===== src/rtl/serial_arith_pkg.sv =====
// Shared types and helpers for the digit-serial add/subtract unit.
// Provides the FSM state encoding and a constant clog2 for counter sizing.
package serial_arith_pkg;

    typedef enum logic [1:0] {
        IDLE = 2'd0,
        RUN  = 2'd1,
        DONE = 2'd2
    } state_t;

    function automatic int clog2(input int v);
        int r;
        r = 0;
        while ((1 << r) < v) begin
            r++;
        end
        return r;
    endfunction

endpackage


===== src/rtl/serial_addsub_unit_digit_adder.sv =====
// Combinational DIGIT-bit ripple adder used once per serial step.
// Ports: a, b, cin in; sum, cout, c_msb_in (carry into the top bit) out.
module digit_adder #(
    parameter int DIGIT = 1
) (
    input  logic [DIGIT-1:0] a,
    input  logic [DIGIT-1:0] b,
    input  logic             cin,
    output logic [DIGIT-1:0] sum,
    output logic             cout,
    output logic             c_msb_in
);

    always_comb begin
        logic c;
        c        = cin;
        sum      = '0;
        c_msb_in = 1'b0;
        for (int i = 0; i < DIGIT; i++) begin
            if (i == DIGIT - 1) begin
                c_msb_in = c;
            end
            sum[i] = a[i] ^ b[i] ^ c;
            c      = (a[i] & b[i]) | (a[i] & c) | (b[i] & c);
        end
        cout = c;
    end

endmodule


===== src/rtl/serial_addsub_unit.sv =====
// Digit-serial two's-complement adder/subtractor, LSB digit first.
// Ports: clk, reset, start, sub, op_a, op_b in; busy, dout, dout_valid,
// done, result, carry_out, overflow out.
module serial_addsub_unit #(
    parameter int WIDTH = 8,
    parameter int DIGIT = 1
) (
    input  logic             clk,
    input  logic             reset,
    input  logic             start,
    input  logic             sub,
    input  logic [WIDTH-1:0] op_a,
    input  logic [WIDTH-1:0] op_b,
    output logic             busy,
    output logic [DIGIT-1:0] dout,
    output logic             dout_valid,
    output logic             done,
    output logic [WIDTH-1:0] result,
    output logic             carry_out,
    output logic             overflow
);

    import serial_arith_pkg::*;

    localparam int N  = WIDTH / DIGIT;
    localparam int CW = (clog2(N) < 1) ? 1 : clog2(N);
    localparam logic [CW-1:0] LAST = CW'(N - 1);

    generate
        if (WIDTH % DIGIT != 0) begin : g_bad_digit
            $error("WIDTH must be a multiple of DIGIT");
        end
    endgenerate

    state_t state, state_nxt;

    logic [WIDTH-1:0]       a_sh, b_sh, res_sh;
    logic [WIDTH+DIGIT-1:0] res_cat;
    logic [CW-1:0]          cnt;
    logic                   carry, ovf_q;
    logic [DIGIT-1:0]       s;
    logic                   c, c_msb;
    logic                   accept, run, last;

    digit_adder #(.DIGIT(DIGIT)) u_add (
        .a        (a_sh[DIGIT-1:0]),
        .b        (b_sh[DIGIT-1:0]),
        .cin      (carry),
        .sum      (s),
        .cout     (c),
        .c_msb_in (c_msb)
    );

    assign run     = (state == RUN);
    assign accept  = start && !run;
    assign last    = run && (cnt == LAST);
    // New digit enters at the MSB end; the concat avoids an empty slice
    // when DIGIT == WIDTH.
    assign res_cat = {s, res_sh};

    always_ff @(posedge clk) begin
        if (reset) begin
            state <= IDLE;
        end else begin
            state <= state_nxt;
        end
    end

    always_comb begin
        state_nxt = state;
        unique case (state)
            IDLE:    if (start) state_nxt = RUN;
            RUN:     if (cnt == LAST) state_nxt = DONE;
            DONE:    state_nxt = start ? RUN : IDLE;
            default: state_nxt = IDLE;
        endcase
    end

    always_comb begin
        busy = run;
    end

    always_ff @(posedge clk) begin
        if (reset) begin
            a_sh       <= '0;
            b_sh       <= '0;
            res_sh     <= '0;
            cnt        <= '0;
            carry      <= 1'b0;
            ovf_q      <= 1'b0;
            dout       <= '0;
            dout_valid <= 1'b0;
            done       <= 1'b0;
            result     <= '0;
            carry_out  <= 1'b0;
            overflow   <= 1'b0;
        end else begin
            done       <= (state == DONE);
            dout_valid <= run;
            dout       <= run ? s : '0;
            // Published flags come from the carry/overflow left by the
            // last digit; an accepted start in DONE overwrites carry
            // only after this read.
            if (state == DONE) begin
                result    <= res_sh;
                carry_out <= carry;
                overflow  <= ovf_q;
            end
            if (accept) begin
                a_sh  <= op_a;
                b_sh  <= sub ? ~op_b : op_b;
                carry <= sub;
                cnt   <= '0;
            end else if (run) begin
                a_sh   <= a_sh >> DIGIT;
                b_sh   <= b_sh >> DIGIT;
                carry  <= c;
                res_sh <= res_cat[WIDTH+DIGIT-1:DIGIT];
                cnt    <= cnt + 1'b1;
                if (last) begin
                    ovf_q <= c_msb ^ c;
                end
            end
        end
    end

endmodule


===== config.mk =====
export PLATFORM = sky130hd
export DESIGN_NAME = serial_addsub_unit
export DESIGN_NICKNAME = d
export VERILOG_FILES = /design/src/rtl/serial_arith_pkg.sv /design/src/rtl/serial_addsub_unit_digit_adder.sv /design/src/rtl/serial_addsub_unit.sv
export SDC_FILE = /design/constraint.sdc
export NUM_CORES = 1
export LEC_CHECK = 0
export BUFFER_PORTS_ARGS = -buffer_cell sky130_fd_sc_hd__buf_4
export CAP_MARGIN = 20
export CELL_PAD_IN_SITES_DETAIL_PLACEMENT = 1
export CELL_PAD_IN_SITES_GLOBAL_PLACEMENT = 2
export CORE_MARGIN = 1
export CORE_UTILIZATION = 33
export DETAILED_ROUTE_END_ITERATION = 10
export PLACE_DENSITY = 0.82
export SLEW_MARGIN = 15
export SYNTH_ARGS = -nofsm -noshare
export SYNTH_HDL_FRONTEND = slang
export SYNTH_SLANG_ARGS = --single-unit

===== constraint.sdc =====
create_clock -name clk -period 1.9 [get_ports clk]
set_clock_uncertainty 0.2 [all_clocks]
set_input_delay 0.38 -clock clk [delete_from_list [all_inputs] [get_ports clk]]
set_output_delay 0.38 -clock clk [all_outputs]
set_load 0.005 [all_outputs]

# Word-level counts from Yosys, hierarchy flattened
# Index checks and enable logic that the tools add are counted.
totals:
  regBits: 44
  input_bits: 20
  out_inout_bits: 14
  wordCells: 51
classes:
  n_addsub: 1
  eq_ne: 5
  muxes: 11
  n_bitwise: 11
  n_reduce_logical: 10
ops:
  columns: ["op", "n"]
  rows:
  - ["2-to-1 mux 8 bit", 5]
  - ["NOT 8 bit", 1]
  - ["case mux 2 bit (3 select lines)", 1]
  - ["2-to-1 mux 2 bit", 2]
  - ["AND reduction 2 bit", 2]
  - ["OR reduction 2 bit", 2]
  - ["adder 3 x 1 -> 3 bit (second input constant)", 1]
  - ["bitwise AND 1 bit", 3]
  - ["equality test 3 bit (second input constant)", 1]
  - ["2-to-1 mux 1 bit", 3]
  - ["AND reduction 3 bit", 1]
  - ["bitwise XOR 1 bit", 3]
  - ["equality test 2 x 1 -> 1 bit (second input constant)", 1]
  - ["equality test 2 bit (second input constant)", 1]
  - ["logical AND 1 bit", 2]
  - ["logical NOT 2 bit", 1]
  - ["inequality test 2 x 1 -> 1 bit (second input constant)", 1]
  - ["inequality test 2 bit (second input constant)", 1]
  - ["NOT 1 bit", 2]
  - ["bitwise OR 1 bit", 2]
  - ["nonzero test 2 bit", 1]
  - ["logical NOT 1 bit", 1]

# Logic depth before layout (Yosys ltp)
# Gate-level depths: netlist (run 1).
depth:
  word_depth: 5
  ltp_mapped: 6
  ltp_nobuf: 4

# Cells and area by module
# A second synthesis (run 1) with hierarchy kept.
hier_totals:
  hier_cells: 206
  hier_area_um2: 1868.0
by_module_without_submodules:
  columns: ["module", "n_inst", "cells_per_inst", "area_per_inst_um2"]
  rows:
  - ["serial_addsub_unit", 1, 204, 1840.5]
  - ["digit_adder", 1, 2, 27.5]

# Least setup slack after synthesis (run 1)
# OpenSTA, ideal clock, no wires.
synth_timing:
  kind: "register -> register"
  from: "register carry"
  to: "register ovf_q"
  setup_time_ps: 88
  arrival_time_ps: 1158
  t_required_ps: 1612
  slack_ps: 453
  path_stages_with_launch: 4
  n_path_buf: 0
  synth_period_minus_slack_ps: 1447
  path_cell_list: "dfxtp_1 -> fa_1 -> xnor2_1 -> a311oi_2"
synth_via:
  elab_chain_cells: 4
synth_lines:
  columns: ["item", "line_no", "text"]
  rows:
  - ["start: declaration", "serial_addsub_unit.sv:40", "logic carry, ovf_q;"]
  - ["start signal: assignment", "serial_addsub_unit.sv:112", "carry <= sub;"]
  - ["bitwise AND 1 bit", "serial_addsub_unit_digit_adder.sv:24", "c = (a[i] & b[i]) | (a[i] & c) | (b[i] & c);"]
  - ["bitwise OR 1 bit (2 in a row)", "serial_addsub_unit_digit_adder.sv:24", null]
  - ["bitwise XOR 1 bit *", "serial_addsub_unit.sv:121", "ovf_q <= c_msb ^ c;"]
  - ["end signal: assignment", "serial_addsub_unit.sv:121", null]
  - ["end: declaration", "serial_addsub_unit.sv:40", null]
# Mark *: on every way between the ends. The rest lies on a longest branch, timed or not.
# A chain may end at the register's enable or synchronous reset.

# Worst setup path in the final report (run 1)
layout_timing:
  from: "register state[0]"
  to: "output port busy"
layout_via:
  elab_chain_cells: 1
layout_lines:
  columns: ["item", "line_no", "text"]
  rows:
  - ["start: declaration", "serial_addsub_unit.sv:35", "state_t state, state_nxt;"]
  - ["start signal: assignment", "serial_addsub_unit.sv:65", "state <= state_nxt;"]
  - ["equality test 2 x 1 -> 1 bit", "serial_addsub_unit.sv:54", "assign run = (state == RUN);"]
  - ["end: declaration", "serial_addsub_unit.sv:14", "output logic busy,"]
# Every way passes these cells.

==> results of run 1 <==
-- cell usage after synthesis, drive strengths merged, types with 3 or more instances --
master  count  area, µm²
a21oi      29        175
buf        13       98.8
a211o       7       61.3
nor2       19       71.3
nand3b      3       22.5
nand2      45        169
nand2b      3       26.3
dfxtp      44        881
clkbuf      4       15.0
mux2i       9       90.1
a211oi      8       60.1
xnor2       9       78.8
-- critical path: stages (launching register included) --
cell	delay, ps
sky130_fd_sc_hd__dfxtp_1	420
sky130_fd_sc_hd__nand2b_4	70
sky130_fd_sc_hd__inv_2	220
sky130_fd_sc_hd__buf_4	170
-- power breakdown --
part	switching (mW)	total (mW)	internal, mW
registers	0.0253	0.989	0.963
clock network	0.325	0.755	0.430
logic	0.119	0.228	0.110
total	0.469	1.97	1.50
-- registers in the layout, indices dropped and copies added (netlist names), 2 cells and up --
name / flops
b_sh: 8
a_sh: 8
result: 8
state: 2
res_sh: 8
cnt: 3
-- worst paths after layout --
check | from | endpoint | slack, ps | depth (start not counted)
setup reg to reg | carry | ovf_q | 400 | 3
hold reg to reg | result[6] | result[6] | 260 | 2
hold / removal | op_a[7] | a_sh[7] | 170 | 3
setup / recovery | state[0] | busy | 150 | 3
-- layer usage --
| layer | vias to the layer above | global-route usage |
|---|---|---|
| met3 | 5 | 0.0310 |
| met5 | - | 0 |
| li1 | 738 | - |
| met1 | 659 | 0.168 |
| met4 | 0 | 0.0623 |
| met2 | 29 | 0.225 |
-- logic make-up (layout without fill, tap and decap cells) --
group | Yosys count | after routing
adders and majority gates | 3 | 3
AOI/OAI and AO/OA | 47 | 47
muxes | 9 | 9
and+or+nand+nor | 74 | 74
buffers and inverters | 19 | 49
xor gates and xnor gates | 9 | 9
DFF | 44 | 44
-- area by class of cell --
class,instances,share of cell area
inverter,2,0.00333
multi-input combinational,142,0.382
sequential,44,0.391
tap,72,0.0400
clock buffer,6,0.0366
timing repair buffer,39,0.130
clock inverter,2,0.0172
-- through the flow --
| step | util | total power [mW] | setup slack [ps] |
|---|---|---|---|
| 3_5_place_dp | 0.390 | 1.24 | 396 |
| 4_1_cts | 0.412 | 2.00 | 143 |
| 2_1_floorplan | - | 1.18 | 453 |
| 5_1_grt | 0.412 | 2.07 | 86.8 |
| 3_3_place_gp | 0.390 | 1.24 | 433 |
| 6_report | 0.412 | 1.97 | 154 |
==> metrics.md, run 1 <==
| Metric | Value |
|---|---|
| Synth Area in Adders | 0.0242 |
| Synth cell types | 26 |
| Vertical die dimension | 77.2 µm |
| Root buffer cell | sky130_fd_sc_hd__clkbuf_8 |
| Sort of element at the start of the critical path | flop |
| Number of standard cells after synthesis | 205 |
| Result of the run | finished clean |
| Slew Limit Fails | 0 |
| Synth Net Count | 228 |
| Number of buffers inserted by post-CTS setup repair | 0 |
| Number of clock sinks seen by CTS | 44 |
| Number of endpoints failing setup at the final stage | 0 |
| Endpoint kind of the worst setup timing path | output pin |
| Drt initial violations | 55 |
| Post-Synth Simple-Gate Area | 0.168 |
| Power Dens Cells | 875 nW/µm² |
| Vias after detailed routing | 1431 |
| Diodes inserted | 0 |
| Fin Hold WS | 174 ps |
| Effective utilization at floorplan | 0.341 |
| CP Data Arrival Time | 1170 ps |
| Multi-input gate area in the final layout | 862 µm² |
| Top layer in use | met4 |
| Global-route usage over all layers | 0.136 |
| RSZ-0062 raised after global routing | no |
| Detailed-routed wire length on met2 | 1.62 mm |
| Xor-xnor portion of the synthesized cell area | 0.0423 |
| Port Buffers | 33 |
| Core Footprint | 5470 µm² |
| Final nets | 257 |
| Share of flip-flops with an asynchronous set or reset after synthesis | 0 |
| Clk slew on worst S/H paths | 90 ps |
| Chip width | 77.2 µm |
| Mapped Area | 1860 µm² |
| Largest net degree at the start of global routing | 31 |
| Final wirelength | 3.69 mm |
| Final critical-path share of the clock period | 0.919 |
| # IOs | 34 |
| Number of synthesis warnings | 0 |
| Number of H-tree levels | 2 |
| Transition at the pin with the smallest max-transition slack | 408 ps |
| Post-cts sizing count | 0 |
| TNS Setup | 0 ps |
| Total iterations of the first detailed-routing run | 3 |
| Metal3 WL | 150 µm |
| Worst hold path class | in2reg |
| Cell count after placement | 299 |
| Average instance area after synthesis | 9.09 µm² |
| Most frequent standard cell in the layout excluding fill and tap cells | sky130_fd_sc_hd__nand2_1 |
| Count of placed standard cells in the final layout, fillers left out | 307 |
| Layout cell share with drive strength beyond 1 | 0.251 |
| Multiplexer share of the synthesized area | 0.0483 |
| Detailed placement HPWL | 2.52 mm |
| Inserted Clock Buffers | 5 |
| Flip-flop and latch count after synthesis | 44 |
| Data required, critical path | 1320 ps |
| Placer congestion estimate | 0.679 |
| Total of fill cells in the finished design | 670 |
| Classification of the worst setup path | reg2out |
| Clock latency reported for the late side of the worst-skew pair | 300 ps |
| Total placed instance area | 2130 µm² |
| Fmax | 0.573 GHz |
| Worst-path fanout max | 13 |
| Routed wirelength normalized by instance count | 12.0 µm |
| Area of all sequential standard cells | 881 µm² |
| Commonest cells after routing, fill and taps aside | sky130_fd_sc_hd__nand2_1, sky130_fd_sc_hd__dfxtp_1, sky130_fd_sc_hd__buf_4 |
| Final Hold Violating Endpoints | 0 |
| Total gr overflow | 0 |
| Main combinational cell family by area after synthesis | compound AO/OA/AOI/OAI gates |
| Sum of routed wire segments on met1 | 1.87 mm |
| Number of flops mapped to enable cells by yosys | 0 |
| Synth Area in Compound Gates | 0.180 |
| Vias/cell | 4.66 |
| Post-route standard cell area excluding fillers | 2250 µm² |
| Max rail drop VDD | 0.377 mV |
| First-pass GRT wire length | 6.49 mm |
| CTS tree | built |
| Most frequently used flop master after synthesis | sky130_fd_sc_hd__dfxtp_1 |
| Min cycle time layout | 1750 ps |
| Leakage | 0.897 nW |
| # rows | 27 |
| Detailed-route DRC error count | 0 |
| Clock tree buffer depth | 2 |
| Max-cap violations | 0 |
| Sequential fraction of the synthesis area | 0.472 |
| Layout overhead on the synthesized area | 20.9% |
| Antenna violation net count after detailed routing | 0 |
| Relative slew slack | 0.728 |
| CTS Hold Buffers Added | 0 |
| Via count of the first global-routing pass | 1446 |
| Number of antenna violations at the first check in global routing | 0 |
| Die Area | 5950 µm² |
No activity file was read; power rests on OpenSTA's default activity.
==> run 2: changes to the inputs <==
==> constraint.sdc (replaced) <==
create_clock -name clk -period 2 [get_ports clk]
set_clock_uncertainty 0.2 [all_clocks]
set_input_delay 0.4 -clock clk [delete_from_list [all_inputs] [get_ports clk]]
set_output_delay 0.4 -clock clk [all_outputs]
set_load 0.005 [all_outputs]
==> run 2 against run 1 <==
Against the previous run:
- total power is 7.0% lower
- routed wire length rose by 1.7%
- sequential power decreased by 5.0%
- critical path depth did not move
- sequential cell count unchanged
- register-to-register slack better by 100 ps
- largest cell class unchanged
- largest power group unchanged
==> metrics.md, run 2 (same netlist as run 1, synthesis figures left out) <==
| Metric | Value |
|---|---|
| Critical Path Max Stage Delay | 420 ps |
| Classification of the worst setup path | reg2out |
| Internal power summed over all cells | 1.39 mW |
| Clock network fraction of total power | 0.370 |
| RSZ-0062 raised after global routing | no |
| Series of cell instances along the critical path | nand2b_4 -> inv_2 -> buf_4 |
| Register-to-register setup slack | 500 ps |
| Most frequent standard cell in the layout excluding fill and tap cells | sky130_fd_sc_hd__nand2_1 |
| CTS tree | built |
| TNS Setup | 0 ps |
| Total iterations of the first detailed-routing run | 4 |
| Total gr overflow | 0 |
| Die Area | 5950 µm² |
| Placer congestion estimate | 0.664 |
| Slew Limit Fails | 0 |
| Vertical die dimension | 77.2 µm |
| Max-cap violations | 0 |
| First-pass GRT wire length | 6.57 mm |
| Transition at the pin with the smallest max-transition slack | 443 ps |
| Final critical-path share of the clock period | 0.865 |
| Global-route usage over all layers | 0.140 |
| Post-cts sizing count | 0 |
| Port Buffers | 33 |
| Effective utilization at floorplan | 0.341 |
| Post-layout utilization of the core | 0.410 |
| Leakage | 0.890 nW |
| Fmax | 0.578 GHz |
| Number of buffers inserted by post-CTS setup repair | 0 |
| Endpoint kind of the worst setup timing path | output pin |
| Power Dens Cells | 817 nW/µm² |
| Startpoint of the most critical register-to-register path | carry |
| Data required, critical path | 1400 ps |
| Number of endpoints failing setup at the final stage | 0 |
| Chip width | 77.2 µm |
| Via count of the first global-routing pass | 1465 |
| Layout overhead on the synthesized area | 20.4% |
| Cell type of the slowest stage on the worst timing path | sky130_fd_sc_hd__dfxtp_1 |
| Worst hold path endpoint | a_sh[7] |
| Largest net degree at the start of global routing | 30 |
| Number of clock sinks seen by CTS | 44 |
| Vias/cell | 4.71 |
| Cell depth of the worst hold path | 3 |
| Total placed instance area | 2130 µm² |
| Worst-path fanout max | 12 |
| Final Hold Violating Endpoints | 0 |
| Inserted Clock Buffers | 5 |
| Clock tree buffer depth | 2 |
| Commonest cells after routing, fill and taps aside | sky130_fd_sc_hd__nand2_1, sky130_fd_sc_hd__dfxtp_1, sky130_fd_sc_hd__buf_4 |
| Relative slew slack | 0.705 |
| CP Data Arrival Time | 1130 ps |
| Cell count after placement | 299 |
| CTS Hold Buffers Added | 0 |
| Drt initial violations | 74 |
| Detailed placement HPWL | 2.55 mm |
| Worst hold path class | in2reg |
| Result of the run | finished clean |
| Total net switching power | 0.445 mW |
| Count of placed standard cells in the final layout, fillers left out | 307 |
| Max rail drop VDD | 0.312 mV |
| Part of the total power dissipated in sequential elements | 0.513 |
| Antenna violation net count after detailed routing | 0 |
| Number of H-tree levels | 2 |
| Post-route standard cell area excluding fillers | 2240 µm² |
| Startpoint of the tightest hold check path | op_a[7] |
| Sort of element at the start of the critical path | flop |
| # IOs | 34 |
| Clock latency reported for the late side of the worst-skew pair | 300 ps |
| Layout cell share with drive strength beyond 1 | 0.251 |
| Final wirelength | 3.75 mm |
| Vias after detailed routing | 1447 |
| Routed wirelength normalized by instance count | 12.2 µm |
| Core Footprint | 5470 µm² |
| Combinational group share of total power | 0.117 |
| PnR Total Power | 1.83 mW |
| Final nets | 257 |
| Detailed-route DRC error count | 0 |
| Worst reg2reg endpoint | ovf_q |
| Min cycle time layout | 1730 ps |
| Diodes inserted | 0 |
| # rows | 27 |
| R2R depth | 3 |
| Switching share of power | 0.243 |
| Number of antenna violations at the first check in global routing | 0 |
| Root buffer cell | sky130_fd_sc_hd__clkbuf_8 |
| Clk slew on worst S/H paths | 80 ps |
==> run 2: changes by cell type in the layout (fill, tap and decap cells not counted), sizes merged <==
cell,before,now
clkbuf,6,5
clkinvlp,0,1
==> run 2: power by group through the flow <==
stage	clock network (mW)	registers [mW]	logic, mW
final	0.678	0.940	0.215
after global routing	0.747	0.946	0.242
after CTS	0.704	0.941	0.219
after detailed placement	0	0.962	0.218
after global placement	0	0.960	0.217
after floorplan	0	0.955	0.168
==> run 2: worst max-delay path by stage <==
stage / start / end
2_1_floorplan: carry / ovf_q
3_3_place_gp: carry / ovf_q
3_5_place_dp: carry / ovf_q
4_1_cts: state[0] / busy
5_1_grt: state[0] / busy
6_report: state[0] / busy
==> run 2: cell type report <==
class | instances | area [µm²]
Fill cell | 676 | 3230
Timing Repair Buffer | 39 | 293
Tap cell | 72 | 90.1
Inverter | 2 | 7.51
Multi-Input combinational cell | 142 | 862
Sequential cell | 44 | 881
Clock buffer | 5 | 68.8
Clock inverter | 3 | 42.5
==> run 2: critical path, delay by kind of cell (launching register included) <==
kind / cells / cell delay [ps]
simple gates: 1 / 70
flops: 1 / 420
buf+inv: 2 / 340
==> run 2: per-layer routing <==
layer	wire length (µm)	track usage	share of wire	up-vias
met2	1700	0.231	0.45	35
met3	132	0.0321	0.035	7
met1	1850	0.169	0.49	665
met4	72	0.0679	0.019	0
met5	0	0	0	-
li1	-	-	-	740
==> run 2: through the flow <==
stage / setup WS (ps) / hold slack, ps
3_3_place_gp: 526 / 245
6_report: 269 / 188
5_1_grt: 183 / 200
3_5_place_dp: 500 / 250
4_1_cts: 244 / 189
2_1_floorplan: 553 / 232
==> run 3: changes to the inputs <==
--- a/config.mk
+++ b/config.mk
@@ -10,9 +10,9 @@
 export CELL_PAD_IN_SITES_DETAIL_PLACEMENT = 1
 export CELL_PAD_IN_SITES_GLOBAL_PLACEMENT = 2
 export CORE_MARGIN = 1
-export CORE_UTILIZATION = 33
+export CORE_UTILIZATION = 30
 export DETAILED_ROUTE_END_ITERATION = 10
-export PLACE_DENSITY = 0.82
+export PLACE_DENSITY = 0.76
 export SLEW_MARGIN = 15
 export SYNTH_ARGS = -nofsm -noshare
 export SYNTH_HDL_FRONTEND = slang
==> run 3 against run 2 <==
Against the previous run:
- first-iteration DRC count decreased by 14%
- global-route usage shrank 0.68 points
- largest power group unchanged
- sequential power about the same
- total power grew 2.4%
- critical path depth unchanged
- worst hold slack better by 4.7 ps
- worst setup slack improved by 4.2 ps
- routed wire length up 1.8%
- largest cell class unchanged
- die area grew 9.7%
==> metrics.md, run 3 (same netlist as run 1, synthesis figures left out) <==
| Metric | Value |
|---|---|
| Part of the total power dissipated in sequential elements | 0.501 |
| Detailed placement HPWL | 2.59 mm |
| Max-cap violations | 0 |
| Total placed instance area | 2130 µm² |
| Vias/cell | 4.65 |
| Top cell family by delay on the critical path | flip-flops |
| Count of placed standard cells in the final layout, fillers left out | 309 |
| Cell count after placement | 301 |
| Total net switching power | 0.450 mW |
| Vertical die dimension | 80.8 µm |
| Fin Hold WS | 193 ps |
| Transition at the pin with the smallest max-transition slack | 421 ps |
| TNS Setup | 0 ps |
| Worst hold path class | in2reg |
| Clock tree buffer depth | 2 |
| Max rail drop VDD | 0.344 mV |
| Leakage | 0.892 nW |
| First-pass GRT wire length | 6.64 mm |
| Routed wirelength normalized by instance count | 12.4 µm |
| Final Hold Violating Endpoints | 0 |
| Largest net degree at the start of global routing | 30 |
| Min cycle time layout | 1730 ps |
| Most utilized layer in the global route result | met2 |
| Result of the run | finished clean |
| Layout overhead on the synthesized area | 20.7% |
| Vias after detailed routing | 1437 |
| Cell type of the slowest stage on the worst timing path | sky130_fd_sc_hd__dfxtp_1 |
| Drt initial violations | 64 |
| Inserted Clock Buffers | 5 |
| # IOs | 34 |
| Total of fill cells in the finished design | 722 |
| Critical path buffers and inverters | 2 |
| Min setup slack post-route | 274 ps |
| PnR Total Power | 1.88 mW |
| Placer congestion estimate | 0.655 |
| CTS tree | built |
| Post-layout utilization of the core | 0.378 |
| Relative slew slack | 0.719 |
| Total gr overflow | 0 |
| Detailed-route DRC error count | 0 |
| Post-cts sizing count | 0 |
| Critical Path Max Stage Delay | 420 ps |
| Slew Limit Fails | 0 |
| Chip width | 80.8 µm |
| Die Area | 6530 µm² |
| Clock network fraction of total power | 0.384 |
| Power Dens Cells | 834 nW/µm² |
| Number of antenna violations at the first check in global routing | 0 |
| Post-route standard cell area excluding fillers | 2250 µm² |
| Combinational group share of total power | 0.115 |
| Core Footprint | 5960 µm² |
| Internal power summed over all cells | 1.43 mW |
| Series of cell instances along the critical path | nand2b_4 -> inv_2 -> buf_4 |
| Final nets | 256 |
| CP Data Arrival Time | 1130 ps |
| Most frequent standard cell in the layout excluding fill and tap cells | sky130_fd_sc_hd__nand2_1 |
| DP Worst Slack | 496 ps |
| Final critical-path share of the clock period | 0.863 |
| Classification of the worst setup path | reg2out |
| CTS Hold Buffers Added | 0 |
| Global-route track usage on met3 | 0.0337 |
| Met2 Usage GRT | 0.208 |
| Layout cell share with drive strength beyond 1 | 0.248 |
| Number of H-tree levels | 2 |
| Global-route usage over all layers | 0.133 |
| Switching share of power | 0.240 |
| Sort of element at the start of the critical path | flop |
| # rows | 28 |
| Via count of the first global-routing pass | 1417 |
| Worst-path fanout max | 12 |
| Total iterations of the first detailed-routing run | 4 |
| Commonest cells after routing, fill and taps aside | sky130_fd_sc_hd__nand2_1, sky130_fd_sc_hd__dfxtp_1, sky130_fd_sc_hd__buf_4 |
| Endpoint kind of the worst setup timing path | output pin |
| Clk slew on worst S/H paths | 80 ps |
| Effective utilization at floorplan | 0.313 |
| Diodes inserted | 0 |
| Data required, critical path | 1400 ps |
| RSZ-0062 raised after global routing | no |
| Number of endpoints failing setup at the final stage | 0 |
| Clock latency reported for the late side of the worst-skew pair | 300 ps |
| Number of buffers inserted by post-CTS setup repair | 0 |
| Final wirelength | 3.82 mm |
| Met1 GRT Util | 0.172 |
| Root buffer cell | sky130_fd_sc_hd__clkbuf_8 |
| Fmax | 0.579 GHz |
| Number of clock sinks seen by CTS | 44 |
| Port Buffers | 33 |
| Antenna violation net count after detailed routing | 0 |
-- run 3: cell types whose count changed in the layout (fill, tap and decap cells not counted), sizes merged --
cell / change
buf: -1
clkinvlp: -1
clkbuf: +1
-- run 3: path summary, 6_finish.rpt --
path | start | to | slack (ps) | cells after the start
max | state[0] | busy | 270 | 3
min | op_a[7] | a_sh[7] | 190 | 3
max reg2reg | carry | ovf_q | 480 | 3
min reg2reg | result[1] | result[1] | 260 | 2
-- run 3: cell type report --
type / count / area, µm² / share of cell area
Clock buffer: 6 / 82.6 / 0.0367
Clock inverter: 2 / 38.8 / 0.0172
Inverter: 2 / 7.51 / 0.00334
Multi-Input combinational cell: 142 / 862 / 0.383
Sequential cell: 44 / 881 / 0.391
Tap cell: 75 / 93.8 / 0.0417
Timing Repair Buffer: 38 / 285 / 0.127
-- run 3: worst register-to-register path, cell delays in order (launching register included) --
cell and delay, ps:
sky130_fd_sc_hd__dfxtp_1 370, sky130_fd_sc_hd__fa_1 460, sky130_fd_sc_hd__xnor2_1 150, sky130_fd_sc_hd__a311oi_2 260
-- run 3: power groups by stage --
| stage | clock network, mW | logic (mW) | registers, mW |
|---|---|---|---|
| finish | 0.720 | 0.215 | 0.941 |
| detailed placement | 0 | 0.220 | 0.962 |
| global placement | 0 | 0.217 | 0.960 |
| floorplan | 0 | 0.168 | 0.955 |
| global route | 0.788 | 0.244 | 0.946 |
| CTS | 0.753 | 0.220 | 0.942 |
-- run 3: layer usage --
layer	vias to the layer above	wire [µm]
li1	741	-
met1	662	1920
met2	29	1710
met3	5	137
met4	0	46
met5	-	0
